--- src/rtl/imem_loader_pkg.sv ---
// Shared types and constants for the boot-time instruction memory loader.
package imem_loader_pkg;

    typedef enum logic [2:0] {
        IDLE   = 3'd0,
        HDR_HI = 3'd1,
        HDR_LO = 3'd2,
        DATA   = 3'd3,
        WRITE  = 3'd4,
        DONE   = 3'd5,
        ERR    = 3'd6
    } state_t;

    localparam int HDR_BYTES      = 2;
    localparam int BYTES_PER_WORD = 4;
    localparam int ADDR_SHIFT     = 2;

endpackage

--- src/rtl/imem_loader_byte_packer.sv ---
// Packs a byte stream into big-endian 32-bit words; the first byte ends up in [31:24].
module imem_loader_byte_packer
    import imem_loader_pkg::*;
(
    input  logic        clk_i,
    input  logic        rst_i,
    input  logic        clear_i,
    input  logic        shift_i,
    input  logic [7:0]  byte_i,
    output logic [31:0] word_o,
    output logic        word_valid_o
);

    localparam logic [1:0] LAST_BYTE = 2'(BYTES_PER_WORD - 1);

    // Only the three most recent bytes are stored; the fourth is the live input.
    logic [23:0] r_word;
    logic [1:0]  r_byte_cnt;

    always_ff @(posedge clk_i) begin
        if (rst_i || clear_i) begin
            r_word     <= '0;
            r_byte_cnt <= '0;
        end else if (shift_i) begin
            r_word     <= {r_word[15:0], byte_i};
            r_byte_cnt <= r_byte_cnt + 2'd1;
        end
    end

    // word_o is the complete word on the edge where word_valid_o is high.
    assign word_o       = {r_word, byte_i};
    assign word_valid_o = shift_i && (r_byte_cnt == LAST_BYTE);

endmodule

--- src/rtl/imem_loader.sv ---
// Boot loader: parses a 16-bit word count header, writes N words into instruction memory, then starts the CPU.
// Byte handshake: a byte moves on a rising edge where byte_valid_i and byte_ready_o are both high.
module imem_loader
    import imem_loader_pkg::*;
#(
    parameter int ADDR_W    = 8,
    parameter int MAX_WORDS = 256
) (
    input  logic        clk_i,
    input  logic        rst_i,
    input  logic        load_i,
    input  logic        byte_valid_i,
    input  logic [7:0]  byte_data_i,
    output logic        byte_ready_o,
    output logic        mem_we_o,
    output logic [31:0] mem_addr_o,
    output logic [31:0] mem_data_o,
    output logic        start_o,
    output logic        busy_o,
    output logic        err_o,
    output logic [2:0]  dbg_state_o
);

    localparam logic [16:0]       MAX_COUNT = 17'(MAX_WORDS);
    localparam logic [ADDR_W-1:0] IDX_ONE   = ADDR_W'(1);

    state_t            r_state;
    state_t            w_next_state;
    logic [15:0]       r_count;
    logic [ADDR_W-1:0] r_word_idx;
    logic              r_mem_we;
    logic [31:0]       r_mem_addr;
    logic [31:0]       r_mem_data;
    logic              r_start;
    logic              r_busy;
    logic              r_err;

    logic              w_ready;
    logic              w_accept;
    logic [15:0]       w_count_full;
    logic              w_count_bad;
    logic              w_last_word;
    logic              w_pack_clear;
    logic              w_pack_shift;
    logic [31:0]       w_word;
    logic              w_word_valid;

    assign w_ready      = (r_state == HDR_HI) || (r_state == HDR_LO) || (r_state == DATA);
    assign w_accept     = byte_valid_i && w_ready;
    assign w_count_full = {r_count[15:8], byte_data_i};
    assign w_count_bad  = (w_count_full == 16'd0) || ({1'b0, w_count_full} > MAX_COUNT);
    assign w_last_word  = (16'(r_word_idx) == (r_count - 16'd1));
    assign w_pack_clear = (r_state == HDR_LO) && w_accept;
    assign w_pack_shift = (r_state == DATA) && w_accept;

    imem_loader_byte_packer u_packer (
        .clk_i        (clk_i),
        .rst_i        (rst_i),
        .clear_i      (w_pack_clear),
        .shift_i      (w_pack_shift),
        .byte_i       (byte_data_i),
        .word_o       (w_word),
        .word_valid_o (w_word_valid)
    );

    always_comb begin
        w_next_state = r_state;
        case (r_state)
            IDLE:    if (load_i) w_next_state = HDR_HI;
            HDR_HI:  if (w_accept) w_next_state = HDR_LO;
            HDR_LO:  if (w_accept) w_next_state = w_count_bad ? ERR : DATA;
            DATA:    if (w_word_valid) w_next_state = WRITE;
            WRITE:   w_next_state = w_last_word ? DONE : DATA;
            DONE:    if (load_i) w_next_state = HDR_HI;
            ERR:     if (load_i) w_next_state = HDR_HI;
            default: w_next_state = IDLE;
        endcase
    end

    // Status flags are registered from the next state so they line up with r_state.
    always_ff @(posedge clk_i) begin
        if (rst_i) begin
            r_state    <= IDLE;
            r_count    <= '0;
            r_word_idx <= '0;
            r_mem_we   <= 1'b0;
            r_mem_addr <= '0;
            r_mem_data <= '0;
            r_start    <= 1'b0;
            r_busy     <= 1'b0;
            r_err      <= 1'b0;
        end else begin
            r_state  <= w_next_state;
            r_start  <= (w_next_state == DONE);
            r_err    <= (w_next_state == ERR);
            r_busy   <= (w_next_state == HDR_HI) || (w_next_state == HDR_LO) ||
                        (w_next_state == DATA)   || (w_next_state == WRITE);
            r_mem_we <= (w_next_state == WRITE);

            if ((r_state == HDR_HI) && w_accept) begin
                r_count[15:8] <= byte_data_i;
            end
            if ((r_state == HDR_LO) && w_accept) begin
                r_count    <= w_count_full;
                r_word_idx <= '0;
            end
            // Address and data change only when a write is launched and hold otherwise.
            if ((r_state == DATA) && w_word_valid) begin
                r_mem_addr <= 32'(r_word_idx) << ADDR_SHIFT;
                r_mem_data <= w_word;
            end
            if ((r_state == WRITE) && !w_last_word) begin
                r_word_idx <= r_word_idx + IDX_ONE;
            end
        end
    end

    assign byte_ready_o = w_ready;
    assign mem_we_o     = r_mem_we;
    assign mem_addr_o   = r_mem_addr;
    assign mem_data_o   = r_mem_data;
    assign start_o      = r_start;
    assign busy_o       = r_busy;
    assign err_o        = r_err;
    assign dbg_state_o  = r_state;

endmodule

--- config.mk ---
export PLATFORM = sky130hd
export DESIGN_NAME = imem_loader
export DESIGN_NICKNAME = d
export VERILOG_FILES = /design/src/rtl/imem_loader_pkg.sv /design/src/rtl/imem_loader_byte_packer.sv /design/src/rtl/imem_loader.sv
export SDC_FILE = /design/constraint.sdc
export NUM_CORES = 1
export LEC_CHECK = 0
export CORE_UTILIZATION = 50
export CTS_BUF_LIST = sky130_fd_sc_hd__clkbuf_16
export DETAILED_ROUTE_END_ITERATION = 7
export PLACE_DENSITY = 0.85
export SYNTH_ARGS = -nofsm -noshare
export SYNTH_HDL_FRONTEND = slang
export SYNTH_SLANG_ARGS = --single-unit
export TNS_END_PERCENT = 30
--- constraint.sdc ---
create_clock -name clk_i -period 6.1 [get_ports clk_i]
set_input_delay 0.61 -clock clk_i [delete_from_list [all_inputs] [get_ports clk_i]]
set_output_delay 0.61 -clock clk_i [all_outputs]
set_load 0.02 [all_outputs]
==> results.txt <==
Synth Flop Type: dfxtp_1
post-synthesis share of cell area spent on full adders, half adders and majority gates: 0.892%
Slew HR: 31.1%
Placer Congestion: 0.950
Fill cells: 699
clock latency on the worst-skew pair: 0.34 ns
fin area: 0.00501 sq mm
Chip Height: 93.7 um
Critical Path End Type: flip-flop
Synthesis Warnings: 0
Max IR drop VDD: 0.000152 V
status: complete, no violations
largest family of logic cells by synthesized area: simple AND/OR/NAND/NOR gates
CTS buffer count: 9
1st-pass router iterations: 6
LEAKAGE: 1.76 nW
CTS Buffer Depth: 2
fin. max-slew vios: 0
Synth Area in Compound Gates: 14.8%
Core ar.: 0.00818 sq mm
Hold Crit Class: reg2reg
post-synth top area cell: dfxtp_1
H-tree Lvls: 3
mux share of post-synthesis cell area: 2.68%
area post-placement: 0.00471 sq mm
largest net degree at the start of global routing: 73
DRT iter0 DRCs: 169
xor and xnor area share after synthesis: 2.08%
Nets: 579
crit start category: input pin
Setup Skew: 0.00602 ns
drt total wl: 9.53 mm
Post-Synth Simple-Gate Area: 25.0%
commonest non-fill, non-tap cell in the layout: nand2_1
Cell variety after synth: 56
final period utilization: 47.6%
root buffer cell: clkbuf_16
minimum hold slack: 0.453 ns
Setup Viol. Count Final: 0
Max Clock Freq: 345 MHz
via/cell ratio: 5.46
gr usage total: 23.0%
worst slew pin tran: 1.03 ns
worst slack, placed: 2.90 ns
chip width: 93.7 um
Setup WS post-layout: 3.20 ns
Crit Path Class: in2reg
setup repair bufs after CTS: 0
hpwl dp: 6.51 mm
Seq/Total Area, Yosys: 46.2%
Synth Instances: 524
RSZ-0062 raised after global routing: no
CTS tree: yes
PD cells: 261 mW/mm^2
Cell Rows: 33
share of layout cells above drive strength 1: 6.33%
Area growth, synth to finish: 19.1%
mapped cell area: 0.00421 sq mm
crit path time final: 2.90 ns
final hold violation count: 0
WL/cell: 14.1 um
top-area cell type share of the netlist area: 46.2%
clock sinks: 97
most frequent cells in the layout: nand2_1, dfxtp_1, a21oi_1
asr flop ratio synth: 0%
CP required: 6.33 ns
ANT nets after route: 0
cts-stage hold buffer count: 0
setup TNS: 0 ns
Seq cells post-synth: 97
cts repair resizes: 0
DR vias: 3680
initial antenna violation count: 0
first-pass GRT wire length: 16.0 mm
clock-pin slew on the worst setup and hold paths: 0.06 ns
Synth area leaders: dfxtp_1, nand2_1, a21oi_1
antenna cells: 0
Worst EP arrival: 3.13 ns
EDFF count, synth: 0
full die area: 0.00878 sq mm
Top Ports: 84
GRT overflow: 0
drc violations: 0
critical path peak fanout: 28
port bufs: 59
Avg Inst Size Synth: 8.03 sq um
Max Cap Violations: 0
Initial Util: 51.5%
final core utilization: 61.3%
vias in the first global route: 3372
final cells by class:
cell class                 count  area (sq um)  share of cell area, %
multi-input combinational    387          2000                   40.0
sequential                    97          1940                   38.8
timing repair buffer          63           616                   12.3
clock buffer                   9           225                   4.50
tap                          105           131                   2.62
clock inverter                 7          70.1                   1.40
inverter                       6          22.5                  0.450
cells in the mapped netlist (all sizes together) (4+ instances only):
master    n
nor2b     6
nor2     24
xor2      6
nor3      9
nand3     7
or4       4
mux2i     9
dfxtp    97
xnor2     4
inv       6
clkbuf   24
o21ai     9
nand4     6
buf      33
nand2   152
a21oi    81
routing by layer:
| layer | vias up | GRT usage, % | wire (um) |
|---|---|---|---|
| met1 | 1715 | 31.0 | 4260 |
| li1 | 1795 | - | - |
| met3 | 21 | 4.37 | 542 |
| met5 | - | 0 | 0 |
| met4 | 0 | 8.21 | 170 |
| met2 | 149 | 36.7 | 4560 |
critical path, cell delays in order:
cell and delay, ns:
clkdlybuf4s50_1 0.57, nand3b_1 0.39, nand2b_1 0.90, and2b_1 0.32, a221o_1 0.34
report_power, final:
group	internal [mW]	switching, mW
clock network	0.318	0.239
logic	0.0352	0.0646
registers	0.639	0.00889
total	0.993	0.313
through the flow:
stage / instances / total power [mW]
2_1_floorplan: 547 / 0.744
4_1_cts: 674 / 1.31
3_5_place_dp: 658 / 0.761
3_3_place_gp: 658 / 0.758
5_1_grt: 674 / 1.35
6_report: 674 / 1.31
cell families after synthesis:
| logic type | after synthesis |
|---|---|
| AO/OA/AOI/OAI | 108 |
| XOR/XNOR | 10 |
| adder cells (fa/ha/maj) | 3 |
| buffers and inverters | 63 |
| flip-flops | 97 |
| multiplexers | 11 |
| other | 1 |
| AND/OR/NAND/NOR | 231 |
path summary, 6_finish.rpt:
check	slack (ns)	depth (start not counted)	to	startpoint
worst max-delay path	3.20	5	r_word_idx[2]$_SDFFE_PP0P_	byte_valid_i
worst min-delay path	0.45	2	mem_addr_o[5]$_SDFFE_PP0P_	mem_addr_o[5]$_SDFFE_PP0P_
worst max register to register	3.23	5	r_word_idx[2]$_SDFFE_PP0P_	dbg_state_o[1]$_SDFF_PP0_
worst min register to register	0.45	2	mem_addr_o[5]$_SDFFE_PP0P_	mem_addr_o[5]$_SDFFE_PP0P_
state kept, by name, indices dropped and copies added (netlist names):
signal	flops
mem_data_o	32
u_packer.r_word	24
r_count	16
mem_addr_o	8
r_word_idx	8
dbg_state_o	3
u_packer.r_byte_cnt	2
busy_o	1
err_o	1
mem_we_o	1
start_o	1
Power figures use the tool's default switching activity.
